==> src/rtl/feature_mem_reader_pkg.sv <==
// Shared constants and state encoding for the feature memory read path.
package feature_mem_reader_pkg;

    localparam int FMR_DATA_W     = 128;
    localparam int FMR_GROUP_W    = 4;
    localparam int FMR_LINE_W     = 4;
    localparam int FMR_ADDR_W     = FMR_GROUP_W + FMR_LINE_W;
    localparam int FMR_FIFO_DEPTH = 3;
    localparam int FMR_CNT_W      = $clog2(FMR_FIFO_DEPTH + 1);

    typedef enum logic [1:0] {
        IDLE  = 2'd0,
        READ  = 2'd1,
        DRAIN = 2'd2,
        DONE  = 2'd3
    } state_e;

endpackage

==> src/rtl/feature_mem_reader_if.sv <==
// Valid/ready beat stream from the reader into the line buffer array.
interface feature_mem_reader_if
    import feature_mem_reader_pkg::*;
#(
    parameter int DW = FMR_DATA_W
) ();

    logic [DW-1:0] o_data;
    logic          o_valid;
    logic          o_ready;
    logic          o_last;

    modport master (output o_data, output o_valid, output o_last, input o_ready);
    modport slave  (input o_data, input o_valid, input o_last, output o_ready);

endinterface

==> src/rtl/feature_mem_reader_rd_skid_fifo.sv <==
// Small synchronous FIFO that soaks up scratchpad read data while the line buffer stalls.
module rd_skid_fifo #(
    parameter int WIDTH = 128,
    parameter int DEPTH = 3,
    localparam int CW   = $clog2(DEPTH + 1),
    localparam int PW   = $clog2(DEPTH)
) (
    input  logic             clk,
    input  logic             rst,
    input  logic             push,
    input  logic [WIDTH-1:0] din,
    input  logic             pop,
    output logic [WIDTH-1:0] dout,
    output logic             empty,
    output logic             full,
    output logic [CW-1:0]    count
);

    logic [WIDTH-1:0] mem_q [DEPTH];
    logic [WIDTH-1:0] mem_d [DEPTH];
    logic [PW-1:0]    wr_ptr_q, wr_ptr_d;
    logic [PW-1:0]    rd_ptr_q, rd_ptr_d;
    logic [CW-1:0]    count_q, count_d;

    function automatic logic [PW-1:0] next_ptr(input logic [PW-1:0] p);
        return (p == PW'(DEPTH - 1)) ? '0 : p + 1'b1;
    endfunction

    always_comb begin
        // NOTE: every signal gets a default first so no path through this block can infer a latch.
        mem_d    = mem_q;
        wr_ptr_d = wr_ptr_q;
        rd_ptr_d = rd_ptr_q;
        if (push) begin
            mem_d[wr_ptr_q] = din;
            wr_ptr_d        = next_ptr(wr_ptr_q);
        end
        if (pop) rd_ptr_d = next_ptr(rd_ptr_q);
        count_d = count_q + CW'(push) - CW'(pop);
    end

    // NOTE: storage is reset too, so o_data reads 0 after reset instead of stale lines.
    always_ff @(posedge clk or posedge rst) begin
        if (rst) begin
            for (int i = 0; i < DEPTH; i++) mem_q[i] <= '0;
            wr_ptr_q <= '0;
            rd_ptr_q <= '0;
            count_q  <= '0;
        end else begin
            // NOTE: non-blocking assignments keep every flop updating from pre-edge values.
            mem_q    <= mem_d;
            wr_ptr_q <= wr_ptr_d;
            rd_ptr_q <= rd_ptr_d;
            count_q  <= count_d;
        end
    end

    assign dout  = mem_q[rd_ptr_q];
    assign empty = (count_q == '0);
    assign full  = (count_q == CW'(DEPTH));
    assign count = count_q;

endmodule

==> src/rtl/feature_mem_reader.sv <==
// Streams a run of feature lines from the selected scratchpad into the line buffer,
// issuing reads only while the skid FIFO has room for everything already requested.
module feature_mem_reader
    import feature_mem_reader_pkg::*;
#(
    parameter int DATA_BUS_WIDTH = FMR_DATA_W,
    parameter int GROUP_W        = FMR_GROUP_W,
    parameter int LINE_W         = FMR_LINE_W,
    parameter int FIFO_DEPTH     = FMR_FIFO_DEPTH
) (
    input  logic                      clk,
    input  logic                      rst,
    input  logic                      start,
    input  logic                      buffer_sel,
    input  logic [7:0]                base_addr,
    input  logic [7:0]                feature_size,
    output logic                      busy,
    output logic                      done,
    output logic                      rd_en_0,
    output logic                      rd_en_1,
    output logic [GROUP_W-1:0]        rd_mem_group,
    output logic [LINE_W-1:0]         rd_mem_line,
    input  logic [DATA_BUS_WIDTH-1:0] rd_data_0,
    input  logic [DATA_BUS_WIDTH-1:0] rd_data_1,
    feature_mem_reader_if.master      out_if
);

    localparam int AW = GROUP_W + LINE_W;
    localparam int CW = $clog2(FIFO_DEPTH + 1);

    state_e        state_q, state_d;
    logic          sel_q, sel_d;
    logic [7:0]    size_q, size_d;
    logic [AW-1:0] addr_q, addr_d;
    logic [7:0]    issued_q, issued_d;
    logic [7:0]    beat_q, beat_d;
    logic          rd0_q, rd0_d, rd1_q, rd1_d;
    logic          rvalid_q;
    logic          busy_q, busy_d, done_q, done_d;

    logic                      fifo_push, fifo_pop, fifo_empty, fifo_full;
    logic [CW-1:0]             fifo_count;
    logic [DATA_BUS_WIDTH-1:0] fifo_din, fifo_dout;
    logic                      rd_any, drain_done, issue_ok;
    logic [2:0]                pending;

    assign rd_any    = rd0_q | rd1_q;
    assign fifo_push = rvalid_q;
    assign fifo_din  = sel_q ? rd_data_1 : rd_data_0;
    assign fifo_pop  = !fifo_empty && out_if.o_ready;

    // Lines that will occupy the FIFO after this edge: stored, landing now, and requested.
    assign pending    = 3'(fifo_count) + 3'(rvalid_q) + 3'(rd_any) - 3'(fifo_pop);
    assign issue_ok   = (pending < 3'(FIFO_DEPTH));
    assign drain_done = !rd_any && !rvalid_q &&
                        ((fifo_count == '0) || (fifo_count == CW'(1) && fifo_pop));

    rd_skid_fifo #(.WIDTH(DATA_BUS_WIDTH), .DEPTH(FIFO_DEPTH)) u_fifo (
        .clk   (clk),
        .rst   (rst),
        .push  (fifo_push),
        .din   (fifo_din),
        .pop   (fifo_pop),
        .dout  (fifo_dout),
        .empty (fifo_empty),
        .full  (fifo_full),
        .count (fifo_count)
    );

    always_comb begin
        state_d  = state_q;
        sel_d    = sel_q;
        size_d   = size_q;
        addr_d   = addr_q;
        issued_d = issued_q;
        beat_d   = fifo_pop ? beat_q + 8'd1 : beat_q;
        rd0_d    = 1'b0;
        rd1_d    = 1'b0;
        unique case (state_q)
            IDLE: begin
                if (start) begin
                    sel_d    = buffer_sel;
                    size_d   = feature_size;
                    beat_d   = '0;
                    issued_d = '0;
                    if (feature_size == 8'd0) begin
                        state_d = DONE;
                    end else begin
                        state_d  = READ;
                        addr_d   = base_addr;
                        issued_d = 8'd1;
                        rd0_d    = !buffer_sel;
                        rd1_d    = buffer_sel;
                    end
                end
            end
            READ: begin
                if (issued_q == size_q) begin
                    state_d = DRAIN;
                end else if (issue_ok) begin
                    addr_d   = addr_q + 1'b1;
                    issued_d = issued_q + 8'd1;
                    rd0_d    = !sel_q;
                    rd1_d    = sel_q;
                end
            end
            DRAIN: if (drain_done) state_d = DONE;
            DONE:  state_d = IDLE;
            default: state_d = IDLE;
        endcase
        busy_d = (state_d != IDLE);
        done_d = (state_d == DONE);
    end

    always_ff @(posedge clk or posedge rst) begin
        if (rst) begin
            state_q  <= IDLE;
            sel_q    <= 1'b0;
            size_q   <= '0;
            addr_q   <= '0;
            issued_q <= '0;
            beat_q   <= '0;
            rd0_q    <= 1'b0;
            rd1_q    <= 1'b0;
            rvalid_q <= 1'b0;
            busy_q   <= 1'b0;
            done_q   <= 1'b0;
        end else begin
            state_q  <= state_d;
            sel_q    <= sel_d;
            size_q   <= size_d;
            addr_q   <= addr_d;
            issued_q <= issued_d;
            beat_q   <= beat_d;
            rd0_q    <= rd0_d;
            rd1_q    <= rd1_d;
            rvalid_q <= rd_any;
            busy_q   <= busy_d;
            done_q   <= done_d;
        end
    end

    assign busy         = busy_q;
    assign done         = done_q;
    assign rd_en_0      = rd0_q;
    assign rd_en_1      = rd1_q;
    assign rd_mem_group = addr_q[AW-1:LINE_W];
    assign rd_mem_line  = addr_q[LINE_W-1:0];

    assign out_if.o_data  = fifo_dout;
    assign out_if.o_valid = !fifo_empty;
    assign out_if.o_last  = !fifo_empty && (beat_q == size_q - 8'd1);

endmodule
==> src/flat_wrapper.sv <==
// flat-port wrapper written by rule: the top's interface ports become plain ports
module feature_mem_reader_flat import feature_mem_reader_pkg::*;
#(
    parameter int DATA_BUS_WIDTH = FMR_DATA_W,
    parameter int GROUP_W        = FMR_GROUP_W,
    parameter int LINE_W         = FMR_LINE_W,
    parameter int FIFO_DEPTH     = FMR_FIFO_DEPTH
)
  (clk, rst, start, buffer_sel, base_addr, feature_size, busy, done, rd_en_0, rd_en_1, rd_mem_group, rd_mem_line, rd_data_0, rd_data_1, out_if_o_data, out_if_o_valid, out_if_o_last, out_if_o_ready);
  feature_mem_reader_if out_if_i ();
  input  logic clk;
  input  logic rst;
  input  logic start;
  input  logic buffer_sel;
  input  logic [7:0] base_addr;
  input  logic [7:0] feature_size;
  output logic busy;
  output logic done;
  output logic rd_en_0;
  output logic rd_en_1;
  output logic [GROUP_W-1:0] rd_mem_group;
  output logic [LINE_W-1:0] rd_mem_line;
  input  logic [DATA_BUS_WIDTH-1:0] rd_data_0;
  input  logic [DATA_BUS_WIDTH-1:0] rd_data_1;
  output wire logic [$bits(out_if_i.o_data)-1:0] out_if_o_data;
  output wire logic [$bits(out_if_i.o_valid)-1:0] out_if_o_valid;
  output wire logic [$bits(out_if_i.o_last)-1:0] out_if_o_last;
  input wire logic [$bits(out_if_i.o_ready)-1:0] out_if_o_ready;
  assign out_if_o_data = out_if_i.o_data;
  assign out_if_o_valid = out_if_i.o_valid;
  assign out_if_o_last = out_if_i.o_last;
  assign out_if_i.o_ready = out_if_o_ready;
  feature_mem_reader #(.DATA_BUS_WIDTH(DATA_BUS_WIDTH), .GROUP_W(GROUP_W), .LINE_W(LINE_W), .FIFO_DEPTH(FIFO_DEPTH)) u_core (.clk(clk), .rst(rst), .start(start), .buffer_sel(buffer_sel), .base_addr(base_addr), .feature_size(feature_size), .busy(busy), .done(done), .rd_en_0(rd_en_0), .rd_en_1(rd_en_1), .rd_mem_group(rd_mem_group), .rd_mem_line(rd_mem_line), .rd_data_0(rd_data_0), .rd_data_1(rd_data_1), .out_if(out_if_i));
endmodule
==> config.mk <==
export PLATFORM = sky130hd
export DESIGN_NAME = feature_mem_reader_flat
export DESIGN_NICKNAME = d
export VERILOG_FILES = /design/src/rtl/feature_mem_reader_pkg.sv /design/src/rtl/feature_mem_reader_if.sv /design/src/rtl/feature_mem_reader_rd_skid_fifo.sv /design/src/rtl/feature_mem_reader.sv /design/src/flat_wrapper.sv
export SDC_FILE = /design/constraint.sdc
export NUM_CORES = 1
export LEC_CHECK = 0
export CORE_MARGIN = 2
export CORE_UTILIZATION = 30
export CTS_CLUSTER_SIZE = 14
export DETAILED_ROUTE_END_ITERATION = 7
export PLACE_DENSITY_LB_ADDON = 0.08
export SYNTH_ARGS = -nofsm -noshare
export SYNTH_HDL_FRONTEND = slang
export SYNTH_SLANG_ARGS = --single-unit
==> constraint.sdc <==
create_clock -name clk -period 17 [get_ports clk]
set_clock_uncertainty 0.15 [all_clocks]
set_input_delay 1.7 -clock clk [delete_from_list [all_inputs] [get_ports clk]]
set_output_delay 1.7 -clock clk [all_outputs]
set_load 0.05 [all_outputs]
==> results of run 1 <==
[critical path, delay by kind of cell (launching register included)]
family          cells  cell delay (ns)
flops               1             0.81
compound gates      1             0.12
simple gates        2             0.72
buf+inv             3             2.15
[logic make-up after synthesis]
family,count (synthesis),synth area share
compound gates,574,0.149
mux,257,0.130
simple gates,636,0.127
buf+inv,172,0.0340
flops,430,0.542
xor+xnor,28,0.0123
fa+ha+maj,9,0.00642
[area by class of cell]
type                       count  area, um2  area share
multi-input combinational   1504       8460       0.321
timing repair buffer         441       4370       0.166
clock buffer                  73       1460      0.0553
sequential                   430      10800       0.408
tap                          864       1080      0.0410
inverter                      15       63.8     0.00242
clock inverter                18        163     0.00617
[metrics by stage]
stage               worst slack (ns)  hold WS (ns)
CTS                            10.52         0.332
global route                   10.27         0.349
finish                         10.69         0.326
detailed placement             11.19         0.320
global placement               11.32         0.310
floorplan                       3.18         0.300
[synthesized netlist by cell type (all sizes together), types with 8 or more instances]
master | number | area, um2
nor3 | 12 | 60.1
xnor2 | 20 | 175
dfrtp | 430 | 10800
xor2 | 8 | 70.1
nor2 | 148 | 556
o21ai | 402 | 2010
nand3 | 8 | 40.0
o211ai | 8 | 60.1
nand2 | 429 | 1610
nand4 | 8 | 50.1
a21oi | 140 | 701
mux2i | 257 | 2570
or3 | 8 | 51.3
clkbuf | 139 | 532
inv | 15 | 56.3
buf | 18 | 86.3
[per-layer routing]
layer	track usage	vias up
met5	0	-
met4	0.0475	0
met3	0.0318	74
met2	0.293	327
met1	0.227	7613
li1	-	7869
[worst max path at each step]
stage | from | end | slack, ns | depth (start not counted)
finish | u_core.u_fifo.rd_ptr_q[0] | out_if_o_data[61] | 10.69 | 6
CTS | u_core.u_fifo.rd_ptr_q[0] | out_if_o_data[61] | 10.52 | 6
global placement | out_if_o_ready | u_core.issued_q[5] | 11.32 | 12
floorplan | rst | u_core.addr_q[0] | 3.18 | 1
global route | u_core.u_fifo.rd_ptr_q[0] | out_if_o_data[64] | 10.27 | 6
detailed placement | u_core.u_fifo.rd_ptr_q[0] | out_if_o_data[61] | 11.19 | 6
[flip-flops by register name, indices dropped and copies added (netlist names), 2 cells and up]
signal,count
u_core.size_q,8
u_core.u_fifo.count,2
u_core.u_fifo.rd_ptr_q,2
u_core.addr_q,8
u_core.beat_q,8
u_core.u_fifo.wr_ptr_q,2
u_core.issued_q,8
u_core.state_q,2
u_core.u_fifo.mem_q,384
[power groups by stage]
| stage | registers, mW | clock network (mW) | logic, mW |
|---|---|---|---|
| after floorplan | 1.77 | 0 | 2.41 |
| after global placement | 1.88 | 0 | 3.44 |
| after detailed placement | 1.90 | 0 | 3.49 |
| after CTS | 1.88 | 1.10 | 3.50 |
| after global routing | 1.94 | 1.14 | 3.73 |
| final | 1.87 | 1.06 | 3.43 |
==> summary.txt, run 1 <==
=================================================================================================
Number of enable-type register cells in the synthesized netlist ....................            0
WL final ...........................................................................     59800 um
Via count normalized by instance count .............................................         4.75
Status ............................................................................. finished clean
Number of CTS-inserted buffers .....................................................           50
Required @ worst endpoint ..........................................................     15.15 ns
Maximum buffer depth of the clock tree .............................................            3
PostCTS Resize Cnt .................................................................            0
Static power due to leakage ........................................................      11.1 nW
Via count of the routed design .....................................................        15900
Net switching power of the design ..................................................      3.05 mW
Commonest non-fill, non-tap cell in the layout ..................................... sky130_fd_sc_hd__nand2_1
Area of the die ....................................................................   0.0683 mm2
Total of endpoints with negative setup slack in the final report ...................            0
Maximum vdd drop ...................................................................       147 uV
Cell Area, Placed ..................................................................   0.0248 mm2
Fraction of power consumed by combinational cells ..................................        0.539
Crit path max fanout ...............................................................           67
Setup TNS ..........................................................................         0 ns
Sw frac ............................................................................        0.480
Fmax ...............................................................................    0.158 GHz
Layout cells sized above 1 .........................................................       0.0472
# clock sinks ......................................................................          430
Crit Reg-Reg Startpoint ............................................................ u_core.u_fifo.count[1]
Sequential cell area fraction in the yosys report ..................................        0.542
Instance count after placement with tap cells included .............................         3254
Total number of yosys warnings .....................................................            0
Die extent in y ....................................................................       261 um
#FFs+latches synth .................................................................          430
Unrepaired setup endpoints after global routing ....................................           no
Worst stage delay on the critical path .............................................      0.83 ns
Cell at the root of the clock tree ................................................. sky130_fd_sc_hd__clkbuf_16
Fill count .........................................................................         6458
Final-report max-slew violation count ..............................................            0
End point of the worst hold path ................................................... u_core.u_fifo.mem_q[85]
Number of cells on the worst reg-to-reg path .......................................           11
Number of maximum-capacitance violations ...........................................            0
Remaining design rule violation count ..............................................            0
Most frequent cells in the layout .................................................. 429 x sky130_fd_sc_hd__nand2_1, 427 x sky130_fd_sc_hd__dfrtp_1, 418 x sky130_fd_sc_hd__clkdlybuf4s50_1
Net total in the final layout ......................................................         2728
Vias in the first global route .....................................................        16000
Clock insertion delay at the later pin of the skew report ..........................      0.59 ns
Routed length on met1 ..............................................................     26700 um
Total I/O pin count ................................................................          419
Hold path depth ....................................................................            2
Cells traversed along the worst timing path ........................................ nor2b_4 -> buf_4 -> buf_4 -> nand2_1 -> o21ai_0 -> clkdlybuf4s50_1
Cell Area, Synth ...................................................................   0.0199 mm2
Final non-filler cell total ........................................................         3345
Area growth from synthesis to final layout .........................................        32.8%
Average wire per cell in the routed design .........................................      17.9 um
Gate Count Post-Synth ..............................................................         2106
Overall power of the completed layout ..............................................      6.36 mW
GRT Total Usage ....................................................................        0.173
Worst-path clk slew ................................................................      0.06 ns
Type of the tightest min-delay check ...............................................      reg2reg
Design internal power ..............................................................      3.31 mW
Max-Slew Margin vs Limit ...........................................................        0.313
Highest routed layer ...............................................................         met4
Transition time at the pin with the least slew margin ..............................      1.03 ns
Fraction of power consumed by the clock network ....................................        0.166
Reg2reg end ........................................................................ u_core.issued_q[5]
Number of nets in the synthesized netlist ..........................................         2392
Chip width .........................................................................       261 um
CTS tree ...........................................................................        built
Final Core Density .................................................................        0.402
Share of synthesized flip-flops with an asynchronous set or reset ..................         1.00
Met2 wirelength from detailed routing ..............................................     29000 um
Largest net degree at the start of global routing ..................................          171
Placer Congestion ..................................................................        0.791
Most repeated library cell on the critical path .................................... sky130_fd_sc_hd__buf_4
Hold Buf Count CTS .................................................................            0
Sequential share of power ..........................................................        0.295
Drt pass-1 iters ...................................................................            5
Category of the most critical setup path ...........................................      reg2out
HPWL reported at the end of detailed placement .....................................     40200 um
Routed wl met3 .....................................................................      2920 um
H-tree Lvls ........................................................................            2
Number of setup buffers added after CTS ............................................            0
Commonest register cell after synthesis ............................................ sky130_fd_sc_hd__dfrtp_1
Total of buffers placed on input and output ports ..................................          418
Final hold violation count .........................................................            0
Antenna diode instance count .......................................................            0
Effective utilization at floorplan .................................................        0.303
Signal arrival time at the worst endpoint ..........................................      4.46 ns
Slowest cell on the critical path .................................................. sky130_fd_sc_hd__clkdlybuf4s50_1
Core Box Area ......................................................................   0.0656 mm2
Mean cell area of the mapped netlist ...............................................     9.43 um2
Pwr dens ...........................................................................   241 mW/mm2
Number of DRC markers in iteration 0 ...............................................          835
Antenna Nets Post-Route ............................................................            0
Internal reg-to-reg setup slack ....................................................     12.82 ns
Final period demand of the worst path ..............................................      6.31 ns
Number of antenna violations at the first check in global routing ..................            0
Post-route cell area ...............................................................   0.0264 mm2
Overflow left after global routing .................................................            0
Global-route wire length before repair .............................................     92500 um
Number of cell rows ................................................................           94
Number of distinct library cell variants in the gate-level netlist after synthesis .           48
Type of element launching the critical path ........................................         flop
Element type at the critical path end ..............................................   output pin
Final worst-path cycle share .......................................................        0.371
Worst hold path startpoint ......................................................... u_core.u_fifo.mem_q[85]
=================================================================================================
Power figures use the tool's default switching activity.
==> run 2, diff against run 1 <==
clock period = 5.3 ns   (was 17 ns; I/O delays follow)
==> run 2 against run 1 <==
  * Via count fell by 0.13%
  * First-iteration DRC count shrank 2.6%
  * Sequential cell count stayed put
  * Worst setup slack got worse by 9.7 ns
  * Combinational power rose to 3.3 times the previous value
  * Final area is 0.76% higher
  * Register-to-register slack got worse by 12 ns
==> summary.txt, run 2 (same netlist as run 1, synthesis figures left out) <==
================================================================================
Core Box Area .....................................................   0.0656 mm2
Commonest non-fill, non-tap cell in the layout .................... sky130_fd_sc_hd__nand2_1
CTS tree ..........................................................        built
Remaining design rule violation count .............................            0
Maximum buffer depth of the clock tree ............................            3
Pwr dens ..........................................................   774 mW/mm2
Instance count after placement with tap cells included ............         3256
Register bank with the most flops ................................. u_core.u_fifo.mem_q
Vias in the first global route ....................................        15700
Final-report max-slew violation count .............................            0
Number of cells on the worst reg-to-reg path ......................           11
Clock insertion delay at the later pin of the skew report .........      0.58 ns
Cell at the root of the clock tree ................................ sky130_fd_sc_hd__clkbuf_16
H-tree Lvls .......................................................            2
Fraction of power consumed by combinational cells .................        0.544
Total of buffers placed on input and output ports .................          418
Element type at the critical path end .............................   output pin
Total I/O pin count ...............................................          419
Hold Buf Count CTS ................................................            0
Number of CTS-inserted buffers ....................................           51
Number of setup buffers added after CTS ...........................            0
Post-place setup slack ............................................     0.773 ns
Type of the tightest min-delay check ..............................     in2async
Global-route wire length before repair ............................     89700 um
Crit path max fanout ..............................................           66
Internal reg-to-reg setup slack ...................................      1.16 ns
Sw frac ...........................................................        0.475
Sequential share of power .........................................        0.287
Transition time at the pin with the least slew margin .............     0.920 ns
Final hold violation count ........................................            0
Signal arrival time at the worst endpoint .........................      3.63 ns
WL final ..........................................................     57500 um
Most frequent cells in the layout ................................. 429 x sky130_fd_sc_hd__nand2_1, 427 x sky130_fd_sc_hd__dfrtp_1, 418 x sky130_fd_sc_hd__clkdlybuf4s50_1
Number of maximum-capacitance violations ..........................            0
Number of DRC markers in iteration 0 ..............................          813
Layout cells sized above 1 ........................................       0.0471
Worst hold slack ..................................................     0.272 ns
Net switching power of the design .................................      9.77 mW
Chip width ........................................................       261 um
Final worst-path cycle share ......................................        0.813
Total of endpoints with negative setup slack in the final report ..            0
Largest net degree at the start of global routing .................          145
Required @ worst endpoint .........................................      4.62 ns
Type of element launching the critical path .......................         flop
Final period demand of the worst path .............................      4.31 ns
Reg2reg end ....................................................... u_core.issued_q[5]
Overflow left after global routing ................................            0
# clock sinks .....................................................          430
Worst setup slack after layout ....................................     0.991 ns
Effective utilization at floorplan ................................        0.303
Area growth from synthesis to final layout ........................        33.8%
Category of the most critical setup path ..........................      reg2out
Fraction of power consumed by the clock network ...................        0.170
Via count of the routed design ....................................        15900
Final non-filler cell total .......................................         3349
Drt pass-1 iters ..................................................            5
Unrepaired setup endpoints after global routing ...................           no
Number of cell rows ...............................................           94
Overall power of the completed layout .............................      20.6 mW
Status ............................................................ finished clean
Net total in the final layout .....................................         2731
Worst-path clk slew ...............................................      0.06 ns
GRT Total Usage ...................................................        0.166
Number of flip-flops in the largest register ......................          384
Number of antenna violations at the first check in global routing .            0
Max-Slew Margin vs Limit ..........................................        0.387
Maximum vdd drop ..................................................       358 uV
Crit Reg-Reg Startpoint ........................................... u_core.u_fifo.count[1]
Design internal power .............................................      10.8 mW
Average wire per cell in the routed design ........................      17.2 um
Antenna Nets Post-Route ...........................................            0
Via count normalized by instance count ............................         4.74
Fmax ..............................................................    0.232 GHz
HPWL reported at the end of detailed placement ....................     37100 um
Static power due to leakage .......................................      11.2 nW
Area of the die ...................................................   0.0683 mm2
PostCTS Resize Cnt ................................................            0
Die extent in y ...................................................       261 um
Antenna diode instance count ......................................            0
Placer Congestion .................................................        0.751
================================================================================
## run 2: changes by cell type in the layout (fill, tap and decap cells not counted)
cell | previous run | this run
sky130_fd_sc_hd__inv_6 | 3 | 1
sky130_fd_sc_hd__clkbuf_16 | 50 | 51
sky130_fd_sc_hd__bufinv_16 | 2 | 3
sky130_fd_sc_hd__inv_8 | 1 | 0
sky130_fd_sc_hd__buf_12 | 1 | 11
sky130_fd_sc_hd__clkinv_8 | 1 | 0
sky130_fd_sc_hd__clkbuf_8 | 12 | 15
sky130_fd_sc_hd__clkinvlp_4 | 0 | 2
sky130_fd_sc_hd__clkbuf_1 | 11 | 15
sky130_fd_sc_hd__buf_4 | 22 | 14
sky130_fd_sc_hd__clkinv_4 | 0 | 1
sky130_fd_sc_hd__clkinv_2 | 12 | 6
## run 2: area by class of cell
type                    instances  area (um2)
clock buffers                  81        1540
repair buffers                443        4510
fillers                      6438       39100
flip-flops and latches        430       10800
inverters                      15        60.1
clock inverters                12         145
well taps                     864        1080
multi-input cells            1504        8460
## run 2: worst max path at each step
stage                               from                  to  slack [ns]  cells past startpoint
3_5_place_dp              out_if_o_ready  u_core.issued_q[5]        0.77                     12
3_3_place_gp              out_if_o_ready  u_core.issued_q[5]        0.78                     12
6_report       u_core.u_fifo.rd_ptr_q[0]   out_if_o_data[67]        0.99                      5
2_1_floorplan                        rst    u_core.addr_q[0]       -1.19                      1
5_1_grt        u_core.u_fifo.rd_ptr_q[0]   out_if_o_data[59]        0.72                      5
4_1_cts        u_core.u_fifo.rd_ptr_q[0]   out_if_o_data[59]        0.87                      5
## run 2: critical path, cell delays in order, from the launching register on
cell                              delay (ns)
sky130_fd_sc_hd__dfrtp_4                0.93
sky130_fd_sc_hd__nor2b_4                0.56
sky130_fd_sc_hd__buf_12                 0.36
sky130_fd_sc_hd__nand2_1                0.09
sky130_fd_sc_hd__o21ai_0                0.16
sky130_fd_sc_hd__clkdlybuf4s50_1        0.89
## run 2: per-stage QoR
| step | setup TNS (ns) | instance area (um2) | utilization |
|---|---|---|---|
| 6_report | 0 | 26600 | 0.405 |
| 5_1_grt | 0 | 26600 | 0.405 |
| 4_1_cts | 0 | 26600 | 0.405 |
| 3_5_place_dp | 0 | 24900 | 0.379 |
| 3_3_place_gp | 0 | 24900 | 0.379 |
| 2_1_floorplan | -509.71 | 19900 | - |
## run 2: power groups by stage
stage                     sequential [mW]  combinational [mW]  clock [mW]
after floorplan                      5.69                7.73           0
after CTS                            5.90                11.4        3.61
after global routing                 6.12                12.2        3.75
after detailed placement             5.96                11.4           0
after global placement               5.89                11.2           0
final                                5.89                11.2        3.49
## run 2: metal layers
layer | vias to the layer above | routed length (um) | GRT usage
li1 | 7866 | - | -
met1 | 7607 | 26000 | 0.220
met2 | 319 | 27200 | 0.276
met3 | 70 | 3080 | 0.0335
met4 | 0 | 1210 | 0.0450
met5 | - | 0 | 0
==> run 3, diff against run 2 <==
clock period = 3.6 ns   (was 5.3 ns; I/O delays follow)
==> run 3 against run 2 <==
  * Non-clock buffer count up 10
  * Register-to-register slack worse by 1.0 ns
  * Via count is 0.79% higher
  * Critical path depth is 7 higher
  * Clock power up 58%
  * Final cell count up 0.27%
  * Die area unchanged
  * First-iteration DRC count shrank 7.3%
  * Power rose by 57%
  * Clock-buffer cell count shrank 7
  * Sequential power rose by 45%
==> summary.txt, run 3 (same netlist as run 1, synthesis figures left out) <==
================================================================================
Static power due to leakage .......................................      11.7 nW
Worst setup slack after layout ....................................     0.135 ns
Area of the die ...................................................   0.0683 mm2
Hold Buf Count CTS ................................................            0
Transition time at the pin with the least slew margin .............     0.945 ns
Final non-filler cell total .......................................         3358
Layout cells sized above 1 ........................................        0.101
H-tree Lvls .......................................................            2
Via count of the routed design ....................................        16000
Number of cell rows ...............................................           94
Via count normalized by instance count ............................         4.76
Post-place setup slack ............................................    -0.203 ns
Placer Congestion .................................................        0.768
CTS tree ..........................................................        built
Final Core Density ................................................        0.417
Number of CTS-inserted buffers ....................................           50
Vias in the first global route ....................................        15900
Effective utilization at floorplan ................................        0.303
Chip width ........................................................       261 um
Post-route cell area ..............................................   0.0273 mm2
Cell Area, Placed .................................................   0.0255 mm2
Maximum vdd drop ..................................................       554 uV
Antenna Nets Post-Route ...........................................            0
GRT Total Usage ...................................................        0.167
Overall power of the completed layout .............................      32.3 mW
Total I/O pin count ...............................................          419
Number of DRC markers in iteration 0 ..............................          754
Die extent in y ...................................................       261 um
Pwr dens ..........................................................  1180 mW/mm2
Type of element launching the critical path .......................         flop
Number of flip-flops in the largest register ......................          384
Fmax ..............................................................    0.289 GHz
Number of maximum-capacitance violations ..........................            0
Final-report max-slew violation count .............................            0
Total of buffers placed on input and output ports .................          418
Category of the most critical setup path ..........................      reg2reg
Average wire per cell in the routed design ........................      17.3 um
Global-route wire length before repair ............................     90400 um
Commonest non-fill, non-tap cell in the layout .................... sky130_fd_sc_hd__nand2_1
Fill count ........................................................         6353
Number of antenna violations at the first check in global routing .            1
Required @ worst endpoint .........................................      3.90 ns
Final worst-path cycle share ......................................        0.963
Final hold violation count ........................................            0
Status ............................................................ finished clean
Largest net degree at the start of global routing .................          148
WL final ..........................................................     58100 um
Core Box Area .....................................................   0.0656 mm2
Drt pass-1 iters ..................................................            5
Element type at the critical path end .............................         flop
Crit path max fanout ..............................................            8
Most frequent cells in the layout ................................. 429 x sky130_fd_sc_hd__nand2_1, 427 x sky130_fd_sc_hd__dfrtp_1, 401 x sky130_fd_sc_hd__o21ai_0
Register bank with the most flops ................................. u_core.u_fifo.mem_q
Worst-path clk slew ...............................................      0.06 ns
Clock insertion delay at the later pin of the skew report .........      0.57 ns
Max-Slew Margin vs Limit ..........................................        0.370
Overflow left after global routing ................................            0
Area growth from synthesis to final layout ........................        37.7%
Net total in the final layout .....................................         2740
Type of the tightest min-delay check ..............................     in2async
Final period demand of the worst path .............................      3.47 ns
Maximum buffer depth of the clock tree ............................            3
Remaining design rule violation count .............................            0
HPWL reported at the end of detailed placement ....................     37700 um
Instance count after placement with tap cells included ............         3266
Cell at the root of the clock tree ................................ sky130_fd_sc_hd__clkbuf_16
# clock sinks .....................................................          430
Total of endpoints with negative setup slack in the final report ..            0
Signal arrival time at the worst endpoint .........................      3.77 ns
================================================================================
[run 3: cell count changes in the layout (fill, tap and decap cells not counted), sizes merged, moves of 2 or more]
cell,previous run,this run
bufinv,3,7
clkbuf,81,74
clkinv,7,9
clkdlybuf4s50,418,305
buf,25,147
[run 3: cell type report]
type / instances / area (um2) / area share
clock buffer: 74 / 1570 / 0.0572
multi-input combinational: 1504 / 8490 / 0.310
inverter: 15 / 60.1 / 0.00220
tap: 864 / 1080 / 0.0395
sequential: 430 / 10800 / 0.394
clock inverter: 17 / 264 / 0.00965
timing repair buffer: 453 / 5110 / 0.187
antenna: 1 / 2.50 / 0.0000915
[run 3: worst paths after layout]
| kind | from | end | slack (ns) | cells after the start |
|---|---|---|---|---|
| setup / recovery | u_core.u_fifo.count[0] | u_core.issued_q[3] | 0.13 | 12 |
| hold / removal | rst | u_core.u_fifo.mem_q[169] | 0.13 | 3 |
| setup reg to reg | u_core.u_fifo.count[0] | u_core.issued_q[3] | 0.13 | 12 |
| hold reg to reg | u_core.u_fifo.mem_q[46] | u_core.u_fifo.mem_q[46] | 0.33 | 2 |
| max in group asynchronous | rst | u_core.u_fifo.rd_ptr_q[1] | 2.29 | 4 |
| min in group clk | feature_size[3] | u_core.size_q[3] | 0.20 | 3 |
[run 3: routing by layer]
metal	share of wire	GRT usage	wire length, um
met5	0	0	0
met4	0.015	0.0384	845
met3	0.055	0.0340	3190
met2	0.49	0.284	28500
met1	0.44	0.219	25600
[run 3: timing repair]
action                                  CTS  global route
setup buffers                             0             0
endpoints found under the setup margin    1             3
gates resized for setup                   1             5
[run 3: stage by stage]
| stage | TNS [ns] | hold WS [ns] |
|---|---|---|
| after floorplan | -1167.62 | 0.300 |
| after global placement | -0.384 | 0.310 |
| after detailed placement | -0.385 | 0.320 |
| after CTS | 0 | 0.0888 |
| after global routing | -0.0311 | 0.129 |
| final | 0 | 0.128 |
[run 3: power breakdown]
group / switching [mW] / internal [mW]
Clock: 2.03 / 3.49
Combinational: 11.4 / 6.79
Sequential: 1.36 / 7.19
Total: 14.8 / 17.5
[run 3: critical path, stage by stage, from the launching register on]
cell and delay (ns):
sky130_fd_sc_hd__dfrtp_1 0.42, sky130_fd_sc_hd__o21ai_4 0.17, sky130_fd_sc_hd__inv_2 0.05, sky130_fd_sc_hd__ha_1 0.30, sky130_fd_sc_hd__fa_1 0.36, sky130_fd_sc_hd__inv_1 0.08
sky130_fd_sc_hd__fa_1 0.40, sky130_fd_sc_hd__nor2b_1 0.15, sky130_fd_sc_hd__or3_4 0.34, sky130_fd_sc_hd__buf_6 0.15, sky130_fd_sc_hd__or3_2 0.45, sky130_fd_sc_hd__o211ai_1 0.22
sky130_fd_sc_hd__o41ai_2 0.11
==> variant (config.mk and constraints of run 3) <==
`FMR_DATA_W`: 128 -> 64.
--- a/src/rtl/feature_mem_reader_pkg.sv
+++ b/src/rtl/feature_mem_reader_pkg.sv
@@ -2,5 +2,5 @@
 package feature_mem_reader_pkg;
 
-    localparam int FMR_DATA_W     = 128;
+    localparam int FMR_DATA_W     = 64;
     localparam int FMR_GROUP_W    = 4;
     localparam int FMR_LINE_W     = 4;
Ports: changed (resized out_if_o_data, rd_data_0 and rd_data_1); port bits go from 419 to 227. The function was not compared with the original's and may differ.
==> variant against run 3 <==
Wire length fell by 46%. Critical path type is now flip-flop to output port. Worst setup slack better by 0.13 ns. Clock power decreased by 52%. Sequential cell count shrank 192. Synthesized area down 43%. First-iteration DRC count fell by 47%. Power is 49% lower. Via count is 44% lower. Cell area decreased by 45%. Final cell count down 43%. Combinational power fell by 52%. Critical path depth is 6 lower.
==> variant: results (changes against run 3) <==
Layout
  • Fillcell total: 3,785 (was 6,353)
  • Fraction of layout cells with a size suffix above 1: 9.66% (was 10.1%)
  • Reg with most FFs: u_core.u_fifo.mem_q (unchanged)
  • Number of flip-flops in the largest register: 192 (was 384)
  • N_diodes: 0 (was 1)
  • # nets final: 1,552 (was 2,740)

Global route
  • Vias in the first global route: 8,890 (was 15,900)
  • Met3 Use GR: 2.95% (was 3.40%)
  • Met1 Use GR: 22.2% (was 21.9%)
  • Met2 global-route usage: 26.2% (was 28.4%)
  • Initial antenna violation count: 0 (was 1)
  • Largest net degree at the start of global routing: 130 (was 148)
  • Tot GR Track Use: 16.1% (was 16.7%)
  • Global-route wire length before repair: 50.1 mm (was 90.4 mm)

Power and ir drop
  • P_leak: 6.38 nW (was 11.7 nW)
  • Max IR drop VDD: 487 uV (was 554 uV)

Min path
  • Min-delay worst type: input port to flip-flop (was input port to asynchronous set/reset pin)

Drt
  • Routed WL: 31.4 mm (was 58.1 mm)
  • Drt pass-1 iters: 4 (was 5)
  • Initial drt markers: 397 (was 754)
  • Via count: 8,961 (was 16,000)
  • WL/cell: 16.3 um (was 17.3 um)

Yosys
  • Synth area leaders: dfrtp_1 53%, mux2i_1 12%, o21ai_0 8.7%, nand2_1 7.9%, a21oi_1 3.2% (was dfrtp_1 54%, mux2i_1 13%, o21ai_0 10%, nand2_1 8.1%, a21oi_1 3.5%)
  • Synth unique cells: 57 (was 48)
  • Async set or reset register ratio after synthesis: 100% (unchanged)
  • Synth cell count leaders: 240 x nand2_1, 238 x dfrtp_1, 196 x o21ai_0 (was 430 x dfrtp_1, 429 x nand2_1, 401 x o21ai_0)
  • Syn. warnings: 0 (unchanged)
  • Avg Cell Area, Syn: 9.45 um2 (was 9.43 um2)
  • Syn Nets: 1,357 (was 2,392)
  • Sequential fraction of the synthesis area: 52.6% (was 54.2%)
  • Synth Flop Type: dfrtp_1 (unchanged)

Timing
  • Final Hold Fails: 0 (unchanged)
  • Worst slew pin tran: 0.901 ns (was 0.945 ns)

Placement
  • Detail Placement HPWL: 20.1 mm (was 37.7 mm)
  • Dpl cells: 1,873 (was 3,266)
  • PortBufs: 226 (was 418)
  • GP Congestion: 0.739 (was 0.768)
  • Pre-CTS WS: 0.122 ns (was -0.203 ns)
  • Post-DP Area: 14,100 um2 (was 25,500 um2)

CTS
  • TritonCTS Buffers: 29 (was 50)
  • Htree depth: 1 (was 2)
  • Maximum clock path buffer count: 3 (unchanged)
  • Clk Latency, worst-skew pair: 0.54 ns (was 0.57 ns)
  • Setup repair bufs after CTS: 0 (unchanged)
  • Root Buffer: clkbuf_16 (unchanged)
  • Clk slew on worst S/H paths: around 0.05 ns

Outcome
  • Status: complete, no violations (unchanged)

Worst setup path
  • Crit path max fanout: 6 (was 8)
  • Slowest-stage cell, CP: dlygate4sd2_1 (was or3_2)
  • Crit-path max cell delay: 0.57 ns (was 0.45 ns)
  • Worst Path Arrival: 2.82 ns (was 3.77 ns)
==> variant: cell types whose count changed in the layout (fill, tap and decap cells not counted), moves of 24 or more <==
cell | before | now
a21oi_1 | 140 | 73
buf_12 | 75 | 12
clkbuf_16 | 53 | 29
clkdlybuf4s50_1 | 305 | 170
dfrtp_1 | 427 | 235
mux2i_1 | 257 | 133
nand2_1 | 429 | 240
nor2_1 | 148 | 80
o21ai_0 | 401 | 196
==> variant: timing repair <==
action / 4_1_cts / 5_1_grt
endpoints found under the hold margin: 11 / 0
gates resized for setup: 1 / 0
hold buffers: 1 / 0
setup endpoints to repair: 1 / 0
==> variant: path summary, 6_finish.rpt <==
path | startpoint | end | slack, ns | cells after the start
worst max register to register | u_core.u_fifo.count[1] | u_core.issued_q[3] | 0.44 | 11
min in group asynchronous | rst | u_core.u_fifo.mem_q[119] | 0.57 | 3
worst min-delay path | feature_size[6] | u_core.size_q[6] | 0.23 | 3
worst max-delay path | u_core.size_q[2] | out_if_o_last | 0.27 | 6
worst min register to register | u_core.u_fifo.mem_q[99] | u_core.u_fifo.mem_q[99] | 0.32 | 2
max in group asynchronous | rst | u_core.u_fifo.mem_q[124] | 1.90 | 4
==> variant: report_power, final <==
part	switching (mW)	internal [mW]	leakage, nW	total, mW
Combinational	5.70	3.10	3.15	8.80
Sequential	0.911	3.95	2.82	4.87
Clock	1.08	1.58	0.418	2.65
Total	7.69	8.63	6.38	16.3
==> variant: cell type report <==
class | count | share of cell area, %
timing repair buffer | 250 | 16.4
clock inverter | 2 | 0.0918
multi-input combinational | 863 | 33.6
inverter | 12 | 0.325
sequential | 238 | 39.8
tap | 511 | 4.26
clock buffer | 43 | 5.59
==> variant: logic make-up after synthesis <==
kind of cell	synth area share, %
buf+inv	3.31
mux	12.0
compound gates	14.9
flops	52.6
fa+ha+maj	1.13
xor+xnor	2.09
simple gates	14.0
==> variant: through the flow <==
stage	util (%)	power [mW]
floorplan	-	10.8
global placement	37.8	13.8
detailed placement	37.8	13.9
CTS	40.1	16.6
global route	40.1	17.6
finish	40.1	16.3
==> variant: worst max-delay path: cells and delay by family, from the launching register on <==
family / cells / cell delay [ns]
AO/OA/AOI/OAI: 2 / 0.58
AND/OR/NAND/NOR: 2 / 0.59
XOR/XNOR: 1 / 0.10
flip-flops: 1 / 0.45
buffers and inverters: 1 / 0.57
==> variant: metal layers <==
| layer | part of all wire [%] | up-vias |
|---|---|---|
| li1 | - | 4497 |
| met1 | 47 | 4246 |
| met2 | 46 | 174 |
| met3 | 5.1 | 44 |
| met4 | 1.6 | 0 |
| met5 | 0 | - |
